### src/rtl/mu0_pkg.sv
// rtl/mu0_pkg.sv - shared widths and loader state encoding for the MU0 boot loader
package mu0_pkg;

    localparam int ADDR_W = 12;
    localparam int DATA_W = 16;

    typedef enum logic [2:0] {
        HDR_HI,
        HDR_LO,
        DATA_HI,
        DATA_LO,
        CSUM_HI,
        CSUM_LO,
        RUN,
        ERROR
    } state_t;

endpackage

### src/rtl/mu0_mem_mux.sv
// rtl/mu0_mem_mux.sv - selects loader write port or processor memory signals onto the memory port
module mu0_mem_mux #(
    parameter int ADDR_W = 12,
    parameter int DATA_W = 16
) (
    input  logic              sel_cpu,
    input  logic [ADDR_W-1:0] ld_address,
    input  logic [DATA_W-1:0] ld_data,
    input  logic              ld_write,
    input  logic [ADDR_W-1:0] cpu_address,
    input  logic [DATA_W-1:0] cpu_data_out,
    input  logic              cpu_memory_read,
    input  logic              cpu_memory_write,
    output logic [ADDR_W-1:0] mem_address,
    output logic [DATA_W-1:0] mem_data,
    output logic              mem_read,
    output logic              mem_write
);

    always_comb begin
        mem_address = ld_address;
        mem_data    = ld_data;
        mem_read    = 1'b0;
        mem_write   = ld_write;
        if (sel_cpu) begin
            mem_address = cpu_address;
            mem_data    = cpu_data_out;
            mem_read    = cpu_memory_read;
            mem_write   = cpu_memory_write;
        end
    end

endmodule

### src/rtl/mu0_loader.sv
// rtl/mu0_loader.sv - length-prefixed boot image loader for MU0 memory; MU0_LOADER_CHECKSUM_EN adds a trailing sum check
module mu0_loader
    import mu0_pkg::*;
#(
    parameter int                ADDR_W    = mu0_pkg::ADDR_W,
    parameter int                DATA_W    = mu0_pkg::DATA_W,
    parameter logic [ADDR_W-1:0] BASE_ADDR = '0
) (
    input  logic              clk,
    input  logic              rst,
    input  logic [7:0]        rx_data,
    input  logic              rx_valid,
    output logic              rx_ready,
    output logic              cpu_rst,
    input  logic [ADDR_W-1:0] cpu_address,
    input  logic [DATA_W-1:0] cpu_data_out,
    input  logic              cpu_memory_read,
    input  logic              cpu_memory_write,
    output logic [ADDR_W-1:0] mem_address,
    output logic [DATA_W-1:0] mem_data,
    output logic              mem_read,
    output logic              mem_write,
    output logic              done,
    output logic              error
);

    localparam logic [16:0] MAX_WORDS = 17'(1) << ADDR_W;

    state_t            state;
    logic [15:0]       word_total;
    logic [15:0]       word_cnt;
    logic [7:0]        hi_byte;
    logic [ADDR_W-1:0] addr_cnt;
    logic [ADDR_W-1:0] ld_address;
    logic [DATA_W-1:0] ld_data;
    logic              ld_write;
    logic              accept;
    logic [15:0]       rx_word;
    logic              last_word;
`ifdef MU0_LOADER_CHECKSUM_EN
    logic [15:0]       csum;
`endif

    assign accept    = rx_valid && rx_ready;
    assign rx_word   = {hi_byte, rx_data};
    assign last_word = (word_cnt + 16'd1) == word_total;

    always_ff @(posedge clk) begin
        if (rst) begin
            state      <= HDR_HI;
            word_total <= '0;
            word_cnt   <= '0;
            hi_byte    <= '0;
            addr_cnt   <= BASE_ADDR;
            ld_address <= BASE_ADDR;
            ld_data    <= '0;
            ld_write   <= 1'b0;
            cpu_rst    <= 1'b1;
            done       <= 1'b0;
            error      <= 1'b0;
            rx_ready   <= 1'b0;
`ifdef MU0_LOADER_CHECKSUM_EN
            csum       <= '0;
`endif
        end else begin
            ld_write <= 1'b0;
            rx_ready <= 1'b1;
            case (state)
                HDR_HI: if (accept) begin
                    hi_byte <= rx_data;
                    state   <= HDR_LO;
                end
                HDR_LO: if (accept) begin
                    word_total <= rx_word;
                    word_cnt   <= '0;
                    addr_cnt   <= BASE_ADDR;
                    if (rx_word == 16'd0) begin
`ifdef MU0_LOADER_CHECKSUM_EN
                        state    <= CSUM_HI;
`else
                        state    <= RUN;
                        rx_ready <= 1'b0;
                        done     <= 1'b1;
                        cpu_rst  <= 1'b0;
`endif
                    end else if ({1'b0, rx_word} > MAX_WORDS) begin
                        state    <= ERROR;
                        rx_ready <= 1'b0;
                        error    <= 1'b1;
                    end else begin
                        state <= DATA_HI;
                    end
                end
                DATA_HI: if (accept) begin
                    hi_byte <= rx_data;
                    state   <= DATA_LO;
                end
                DATA_LO: if (accept) begin
                    ld_address <= addr_cnt;
                    ld_data    <= rx_word;
                    ld_write   <= 1'b1;
                    addr_cnt   <= addr_cnt + 1'b1;
                    word_cnt   <= word_cnt + 16'd1;
`ifdef MU0_LOADER_CHECKSUM_EN
                    csum       <= csum + rx_word;
`endif
                    if (last_word) begin
`ifdef MU0_LOADER_CHECKSUM_EN
                        state    <= CSUM_HI;
`else
                        // done follows one edge later so the final write pulse is never shared with the CPU
                        state    <= RUN;
                        rx_ready <= 1'b0;
`endif
                    end else begin
                        state <= DATA_HI;
                    end
                end
`ifdef MU0_LOADER_CHECKSUM_EN
                CSUM_HI: if (accept) begin
                    hi_byte <= rx_data;
                    state   <= CSUM_LO;
                end
                CSUM_LO: if (accept) begin
                    rx_ready <= 1'b0;
                    if (rx_word == csum) begin
                        state   <= RUN;
                        done    <= 1'b1;
                        cpu_rst <= 1'b0;
                    end else begin
                        state <= ERROR;
                        error <= 1'b1;
                    end
                end
`endif
                RUN: begin
                    rx_ready <= 1'b0;
                    done     <= 1'b1;
                    cpu_rst  <= 1'b0;
                end
                ERROR: begin
                    rx_ready <= 1'b0;
                    error    <= 1'b1;
                    cpu_rst  <= 1'b1;
                end
                default: begin
                    state    <= ERROR;
                    rx_ready <= 1'b0;
                    error    <= 1'b1;
                end
            endcase
        end
    end

    mu0_mem_mux #(
        .ADDR_W(ADDR_W),
        .DATA_W(DATA_W)
    ) u_mem_mux (
        .sel_cpu         (done),
        .ld_address      (ld_address),
        .ld_data         (ld_data),
        .ld_write        (ld_write),
        .cpu_address     (cpu_address),
        .cpu_data_out    (cpu_data_out),
        .cpu_memory_read (cpu_memory_read),
        .cpu_memory_write(cpu_memory_write),
        .mem_address     (mem_address),
        .mem_data        (mem_data),
        .mem_read        (mem_read),
        .mem_write       (mem_write)
    );

endmodule

### config.mk
export PLATFORM = sky130hd
export DESIGN_NAME = mu0_loader
export DESIGN_NICKNAME = d
export VERILOG_FILES = /design/src/rtl/mu0_pkg.sv /design/src/rtl/mu0_mem_mux.sv /design/src/rtl/mu0_loader.sv
export SDC_FILE = /design/constraint.sdc
export NUM_CORES = 1
export LEC_CHECK = 0
export BUFFER_PORTS_ARGS = -buffer_cell sky130_fd_sc_hd__buf_2
export CAP_MARGIN = 20
export CORE_MARGIN = 1
export CORE_UTILIZATION = 30
export CTS_CLUSTER_DIAMETER = 120
export CTS_CLUSTER_SIZE = 40
export DETAILED_ROUTE_END_ITERATION = 16
export SETUP_SLACK_MARGIN = 0.2
export SYNTH_ARGS = -nofsm -noshare
export SYNTH_HDL_FRONTEND = slang
export SYNTH_SLANG_ARGS = --single-unit
### constraint.sdc
create_clock -name clk -period 2.4 [get_ports clk]
set_input_delay 0.72 -clock clk [delete_from_list [all_inputs] [get_ports clk]]
set_output_delay 0.72 -clock clk [all_outputs]
set_load 0.01 [all_outputs]
Yosys cells after proc, flatten, opt, wreduce, memory -nomap -nowiden
Cells that the tools add are included.

Flip-flop bits (word level): 88. Latch bits: 0. RAM bits: 0. Memory bits (read-only): 0. Bits of input ports: 41. Output and inout port bits: 34. Memories: 0.

Add/subtract/negate cells: 2. Multipliers: 0. Div/mod/pow operators: 0. Magnitude comparators: 1. Eq/ne operators: 13. Shifts and indexed selects: 0. Muxes and demuxes: 35. Bitwise logic cells: 3. Reduce and logical (&&, ||, !) cells: 18.

Operators by type and width (count): 16-bit two-way mux (3); 12-bit two-way mux (3); 16-bit case mux with 2 select lines (1); 12-bit case mux with 2 select lines (1); 3-bit two-way mux (7); 16-bit by 1-bit adder with 16-bit output (second input constant) (1); 16-bit == test (1); 16-bit by 13-bit > comparator with 1-bit output (second input constant) (1); 16-bit logical NOT (1); 1-bit two-way mux (15); 3-bit case mux with 5 select lines (1); 2-bit inequality test (second input constant) (7); 12-bit by 1-bit adder with 12-bit output (second input constant) (1); 3-bit AND reduction (3); 3-bit by 2-bit == test with 1-bit output (second input constant) (2); 3-bit == test (second input constant) (2); 1-bit case mux with 3 select lines (2); 2-bit AND reduction (3); 2-bit OR reduction (3); 5-bit AND reduction (1); 1-bit case mux with 2 select lines (2); 4-bit AND reduction (1); 2-bit nonzero test (2); 4-bit OR reduction (1); other kinds (5) (7).

Longest topological paths before layout
Gate-level depths: netlist of the first run.

Depth in word-level cells: 5. Mapped depth: 8. Mapped depth without buffers: 7.

Cells and area by module
A second synthesis of the first run with hierarchy kept.

Cell total of the unflattened synthesis: 541. Area total of the unflattened synthesis: 4498.1 um^2.

By module, submodules not included: mu0_loader (times used 1, cells an instance 508, area each 4022.6 um^2, sequential area each 1761.7 um^2); mu0_mem_mux (times used 1, cells an instance 33, area each 475.5 um^2, sequential area each 0.0 um^2).

Worst setup path after synthesis of the first run
OpenSTA, ideal clock, no wires.

Kind: input to register. From: in rx_data[7]. To: reg cpu_rst. Library setup time: 0.120 ns. Arrival: 2.362 ns. Setup slack: -0.082 ns. Cell stages on the path: 5. Cells stage by stage: or4_4 > or3_4 > o41ai_2 > o21ai_1 > a211o_1.

Cells in the longest elaborated chain, start to end: 3.

RTL lines: start: declaration (RTL line mu0_loader.sv:11) `input logic [7:0] rx_data,`; 16-bit logical NOT (RTL line mu0_loader.sv:77) `if (rx_word == 16'd0) begin`; 2-bit inequality test (no line); 3-bit AND reduction (no line); end signal: assignment (RTL line mu0_loader.sv:58) `cpu_rst <= 1'b1;`; end signal: assignment (RTL line mu0_loader.sv:84) `cpu_rst <= 1'b0;`; end signal: assignment (RTL line mu0_loader.sv:139) `cpu_rst <= 1'b0;`; end: declaration (RTL line mu0_loader.sv:14) `output logic cpu_rst,`.

No other way between the ends. A chain may end at the register's enable or synchronous reset.

Final worst setup path of the first run
From: in rx_data[6]. To: reg rx_ready.

Cells in the longest elaborated chain, start to end: 5. Elaborated cells between the ends (all ways): 6.

RTL lines: 16-bit by 13-bit > comparator with 1-bit output (RTL line mu0_loader.sv:86) `end else if ({1'b0, rx_word} > MAX_WORDS) begin`; 1-bit two-way mux (RTL line mu0_loader.sv:86); 1-bit two-way mux * (RTL line mu0_loader.sv:77); 1-bit two-way mux * (RTL line mu0_loader.sv:73) `HDR_LO: if (accept) begin`; 1-bit case mux with 3 select lines * (RTL line mu0_loader.sv:68) `case (state)`; end signal: assignment (RTL line mu0_loader.sv:67) `rx_ready <= 1'b1;`; end signal: assignment (RTL line mu0_loader.sv:82) `rx_ready <= 1'b0;`; end signal: assignment (RTL line mu0_loader.sv:88) `rx_ready <= 1'b0;`; end: declaration (RTL line mu0_loader.sv:13) `output logic rx_ready,`.

Every way passes the cells marked *; elsewhere a longest branch is shown, timed or not.

==> run_results.csv, run 1 <==
group,metric,value,unit
synth,synth-main-ff-cell,"dfxtp_1",
final_layout,final_net_count,664,
routing,dr.pass1.iters,4,
die,num_rows,43,
routing,antenna_left,0,
die,die_area,14900,sq um
critical_path,worst-setup-path-type,"primary input to flop",
timing,final.period_utilization,92.3,%
timing,timing.final.setup_violations,0,
clocking,cts_tree,"yes",
synth,synth-async-reset-ratio,0,%
clocking,cts.path.max_buffers,2,
timing,period_minus_slack,2220,ps
synth,synth_largest_area_cell,"dfxtp_1",
timing,finalSetupTns,0,ps
power_and_ir_drop,powerDensity,574,nW/um^2
global_route,top_usage_layer,"met2",
clocking,clk_pin_slew,60,ps
placement,dp.final_hpwl,8280,microns
timing,final.setup_skew,8.86,ps
placement,post-place-ws,-264,ps
synth,synth.mux.area_fraction,7.56,%
die,placeableCoreArea,14000,sq um
global_route,wire_length_of_the_first_global_routing_pass,18600,microns
power_and_ir_drop,p_leak,2.15,nW
global_route,initial_antenna_violation_count,1,
global_route,met2_track_demand_over_resource_in_global_routing,25.7,%
placement,dp.cells,788,
global_route,groute.usage.overall,15.7,%
clocking,root_buffer,"clkbuf_16",
critical_path,cpLargestDelayFamily,"simple AND/OR/NAND/NOR gates",
die,die_height,122,microns
synth,synth-compound-area-share,17.8,%
final_layout,fillers,1470,
synth,syn_std_cell_area,4320,sq um
synth,synth-xor-area-share,6.08,%
critical_path,timing.critical_path.from_type,"primary input",
critical_path,timing.critical_path.slowest_stage_cell,"or4_4",
die,die-width,122,microns
synth,synth_top_family_by_area,"simple AND/OR/NAND/NOR gates",
synth,synth-edff-count,0,
critical_path,crit_chain,"buf_6, or4_4, or4_4, a31oi_4, o211ai_1, nor4_1, a2111oi_1",
power_and_ir_drop,ir_worst_vdd,0.327,mV
timing,rsz0062_at_grt,"true",
clocking,tritoncts_num_sinks,88,
final_layout,layoutNonFillerInstCount,806,
routing,final_routed_wire_length_divided_by_cell_count,13.9,microns
timing,fin_ws,185,ps
synth,yosysWarningCount,0,
run_status,run_status,"finished, final reports clean",
synth,postSynthNetCount,579,
timing,worst_slew_pin_slew,453,ps
critical_path,critical_path.most_common_cell,"or4_4",
critical_path,worst-path-buf-inv,1,
critical_path,critical_path.max_fanout,3,
global_route,grt_max_degree,36,
placement,placement.io_buffers,74,
routing,routed_wl,11200,microns
routing,dr_vias_cell,5.11,
critical_path,critPathArrivalTime,2420,ps
final_layout,flow.area_growth_from_synthesis,24.7,%
job,max_cap_violations,0,
global_route,grt.met1_usage,20.4,%
routing,detail_route.iter0.violations,218,
routing,detailroute.via_count,4120,
synth,seq_total_area_yosys,40.8,%
synth,yosys_register_bits,88,
synth,yosys.area.top_type_share,40.8,%
timing,maxSlewHeadroom,69.7,%
timing,timing.final.hold_violations,0,
clocking,clkLatencyLatePin,340,ps
synth,synth.lib_cells_used.distinct,49,
placement,place.gp.congestion,0.882,
critical_path,cp_data_required_time,2610,ps
critical_path,cp_capture_type,"flop",
die,starting_density,30.9,%
global_route,grt_pass1_vias,3832,
routing,drcViolationCount,0,
min_path,min_path_type,"flop to flop",
synth,synthTopCellsByArea,"dfxtp_1 41%, nand2_1 10%, a21oi_1 7.9%, mux2_2 7.6%, o21ai_0 4.5%",
global_route,globalRoute.totalOverflow,0,
synth,synth_fa_ha_area_share,0.579,%
timing,timing.final.max_slew_violations,0,
synth,syn-mean-instance-area,8.06,sq um
synth,postSynthCellCount,536,
timing,whs,453,ps
critical_path,cpPeakStageDelay,540,ps
clocking,tritoncts.num_buffers,9,
timing,achievable-frequency,451,MHz
global_route,gr-usage-met3,2.76,%
final_layout,post-route-util,38.5,%
final_layout,drive_gt1_share,27.2,%
clocking,cts_hold_repair.buffers,0,
final_layout,n_antenna_cell,0,
synth,synth-simple-area-share,23.5,%
die,top_level_ports,75,
clocking,cts_max_level,3,
[layer usage]
metal  up-vias  wire [microns]
li1       2050               -
met1      1928            4990
met2       122            5350
met3        18             626
met4         2             248
met5         -              11
[worst paths after layout]
check | slack, ps | from | cells after the start | to
worst max-delay path | 180 | rx_data[6] | 7 | rx_ready
worst min-delay path | 450 | ld_address[3] | 2 | ld_address[3]
worst min register to register | 450 | ld_address[3] | 2 | ld_address[3]
worst max register to register | 240 | hi_byte[2] | 6 | rx_ready
[layout make-up]
class                           instances  area [sq um]  area share (%)
Tap cell                              180           225            4.18
Sequential cell                        88          1760            32.7
Multi-Input combinational cell        407          2430            45.1
Inverter                                5          18.8           0.348
Timing Repair Buffer                  110           672            12.5
Clock inverter                          7          52.6           0.975
Clock buffer                            9           225            4.18
[stage by stage]
stage	total power, mW	area (sq um)
finish	3.09	5390
global route	3.21	5390
CTS	3.12	5370
detailed placement	1.80	5050
global placement	1.80	5050
floorplan	1.68	4320
[power by group]
group | total [mW] | switching, mW | internal [mW] | leakage, nW
sequential | 1.52 | 0.0339 | 1.48 | 0.710
clock | 1.32 | 0.608 | 0.710 | 0.137
combinational | 0.258 | 0.146 | 0.112 | 1.30
total | 3.09 | 0.787 | 2.31 | 2.15
[placed cells by master, fill, tap and decap left out, drive strengths merged, types with 3 or more instances in the layout]
master,synthesis,routed
nand4,10,10
or4,4,4
xnor2,13,13
a31oi,3,3
nor2,32,32
nand3,6,6
nor4,7,7
and3,8,8
o41ai,4,4
and2,3,3
clkbuf,29,9
buf,7,110
o31ai,3,3
mux2,29,29
o21ai,41,41
nand2b,4,4
dfxtp,88,88
a21oi,68,68
xor2,17,17
nand2,115,115
clkinv,1,4
inv,4,7
nor3,8,8
or3,9,9
[logic make-up after synthesis]
kind of cell	count (synthesis)
AOI/OAI and AO/OA	134
xor gates and xnor gates	30
adders and majority gates	2
buffers and inverters	41
DFF	88
muxes	29
and+or+nand+nor	212
[Yosys cell counts, types with 2 or more instances]
cell       count
a31oi_1        2
ha_1           2
a22o_1         2
a21oi_1       68
a21o_1         2
o21ai_0       39
mux2_2        29
and3_1         8
buf_2          3
nand3_1        6
nand2_1      115
and4b_1        2
nor3_1         8
or4_4          4
nor4_2         5
dfxtp_1       88
xnor2_1       13
xor2_1        17
nand2b_1       4
o211ai_1       2
and2_1         3
clkbuf_1      28
nor2_1        32
o41ai_1        3
o21ai_1        2
nor4_1         2
or3_1          8
o2111ai_1      2
o31ai_1        3
nand4_1       10
buf_1          3
inv_1          4
[flip-flops by register name, indices dropped and copies added, names as in the netlist]
register,cells
ld_data,16
word_cnt,16
word_total,16
addr_cnt,12
ld_address,12
hi_byte,8
state,3
cpu_rst,1
done,1
error,1
ld_write,1
rx_ready,1
[worst register-to-register path, stage by stage (launching register included)]
cell and delay, ps:
dfxtp_1 350, or4_4 570, or4_4 540, a31oi_4 170
o211ai_1 110, nor4_1 210, a2111oi_1 70
[what timing repair did]
action                                  4_1_cts  5_1_grt
setup buffers                                 2        0
resized for setup                             3        3
pin swaps                                     9        1
endpoints found under the setup margin        3        2
Power figures use the tool's default switching activity.
==> run 2, diff against run 1 <==
--- a/config.mk
+++ b/config.mk
@@ -7,6 +7,7 @@
 export LEC_CHECK = 0
 export BUFFER_PORTS_ARGS = -buffer_cell sky130_fd_sc_hd__buf_2
 export CAP_MARGIN = 20
+export CORE_ASPECT_RATIO = 0.75
 export CORE_MARGIN = 1
 export CORE_UTILIZATION = 30
 export CTS_CLUSTER_DIAMETER = 120
==> run_results.csv, run 2 (same netlist as run 1, synthesis figures left out) <==
group,metric,value,unit
critical_path,cp_capture_type,"flop",
timing,period_minus_slack,2240,ps
clocking,root_buffer,"clkbuf_16",
final_layout,n_antenna_cell,0,
routing,final_routed_wire_length_divided_by_cell_count,14.6,microns
die,die_height,106,microns
clocking,clkLatencyLatePin,340,ps
min_path,min_delay_path_depth,2,
global_route,grt_max_degree,65,
timing,maxSlewHeadroom,74.4,%
routing,drcViolationCount,0,
final_layout,most-common-layout-cells,"115 x nand2_1, 87 x dfxtp_1, 72 x buf_2",
run_status,run_status,"finished, final reports clean",
routing,detailroute.via_count,4098,
routing,routed_wl,11700,microns
final_layout,fin_area,5460,sq um
final_layout,sequential_cell_area,1760,sq um
die,placeableCoreArea,13900,sq um
routing,dr_vias_cell,5.12,
clocking,cts_max_level,3,
critical_path,critPathArrivalTime,2440,ps
routing,dr.pass1.iters,5,
timing,final.setup_skew,7.22,ps
timing,final.period_utilization,93.4,%
final_layout,flow.area_growth_from_synthesis,26.4,%
final_layout,post-route-util,39.3,%
final_layout,final_net_count,664,
placement,placement.io_buffers,74,
critical_path,timing.critical_path.from_type,"primary input",
critical_path,critical_path.most_common_cell,"or4_4",
die,top_level_ports,75,
clocking,cts.path.max_buffers,2,
timing,timing.final.setup_violations,0,
placement,dp.final_hpwl,8260,microns
final_layout,fillers,1419,
job,max_cap_violations,0,
die,starting_density,31.1,%
final_layout,reg.largest.list,"ld_data: 16 flops, word_cnt: 16 flops, word_total: 16 flops",
timing,timing.final.hold_violations,0,
placement,post_dp_cell_area,5020,sq um
final_layout,multi_input_comb_area,2470,sq um
power_and_ir_drop,p_leak,2.21,nW
global_route,wire_length_of_the_first_global_routing_pass,18900,microns
die,die_area,14900,sq um
critical_path,worst-r2r-setup-slack,220,ps
global_route,grt_pass1_vias,3693,
global_route,globalRoute.totalOverflow,0,
placement,place.gp.congestion,0.862,
critical_path,critical_path.startpoint,"rx_data[6]",
critical_path,cpPeakStageDelay,550,ps
critical_path,terminus_of_the_critical_flop_to_flop_path,"rx_ready",
min_path,hold_startpoint,"ld_address[11]",
timing,achievable-frequency,446,MHz
timing,rsz0062_at_grt,"true",
die,die-width,141,microns
global_route,initial_antenna_violation_count,0,
critical_path,critical_path.max_fanout,3,
final_layout,mostFrequentLayoutCell,"nand2_1",
clocking,tritoncts_num_sinks,88,
routing,detail_route.iter0.violations,311,
clocking,tritoncts.num_buffers,9,
critical_path,r2r.worst_path.cells,6,
die,num_rows,37,
min_path,min_path_type,"flop to flop",
power_and_ir_drop,ir_worst_vdd,0.483,mV
final_layout,drive_gt1_share,27.6,%
timing,timing.final.max_slew_violations,0,
critical_path,timing.critical_path.slowest_stage_cell,"or4_4",
routing,antenna_left,0,
critical_path,r2r_start,"hi_byte[2]",
power_and_ir_drop,powerDensity,583,nW/um^2
timing,worst_slew_pin_slew,381,ps
critical_path,worst-setup-path-type,"primary input to flop",
critical_path,crit_chain,"buf_6, or4_4, or4_4, a31oi_4, o211ai_1, nor4_1, a2111oi_1",
critical_path,cp_data_required_time,2600,ps
global_route,groute.usage.overall,15.9,%
clocking,clk_pin_slew,70,ps
min_path,hold_path_end,"ld_address[11]",
clocking,cts_hold_repair.buffers,0,
clocking,cts_tree,"yes",
## run 2: through the flow
step	setup slack, ps	hold WS [ps]	setup TNS, ps	power (mW)	std cells
floorplan	-26.5	432	-39.8	1.68	536
global placement	-196	443	-538	1.80	780
detailed placement	-255	444	-750	1.80	780
CTS	119	453	0	3.21	799
global route	106	473	0	3.30	801
finish	159	454	0	3.19	801
## run 2: layout make-up
class | instances | share of cell area (%)
repair buffers | 110 | 12.7
clock buffers | 9 | 4.12
well taps | 175 | 4.01
clock inverters | 7 | 1.31
inverters | 5 | 0.344
flip-flops and latches | 88 | 32.3
multi-input cells | 407 | 45.2
## run 2: worst max path at each step
stage / end / slack (ps) / cells after the start
after floorplan: cpu_rst / -30 / 5
after detailed placement: cpu_rst / -260 / 6
after global placement: rx_ready / -200 / 7
final: rx_ready / 160 / 7
after global routing: rx_ready / 110 / 7
after CTS: rx_ready / 120 / 7
## run 2: layer usage
metal  GRT usage [%]  part of all wire, %  vias up
li1                -                    -     2055
met1            22.5                   49     1906
met2            24.2                   43      129
met3            3.83                  6.9        8
met4            3.73                 0.79        0
met5               0                    0        -
## run 2: critical path: cells and delay by family
| family | cells | cell delay [ps] |
|---|---|---|
| AND/OR/NAND/NOR | 3 | 1270 |
| AO/OA/AOI/OAI | 3 | 350 |
| buffers and inverters | 1 | 90 |
## run 2: power breakdown
| part | total (mW) | switching, mW | internal [mW] |
|---|---|---|---|
| combinational | 0.261 | 0.148 | 0.114 |
| clock | 1.41 | 0.597 | 0.808 |
| sequential | 1.52 | 0.0365 | 1.48 |
## run 2: timing repair
action                                  CTS  global route
endpoints found under the setup margin    3            32
gates cloned                              0             1
setup buffers                             3             1
pin swaps                                 6             5
resized for setup                         3            10
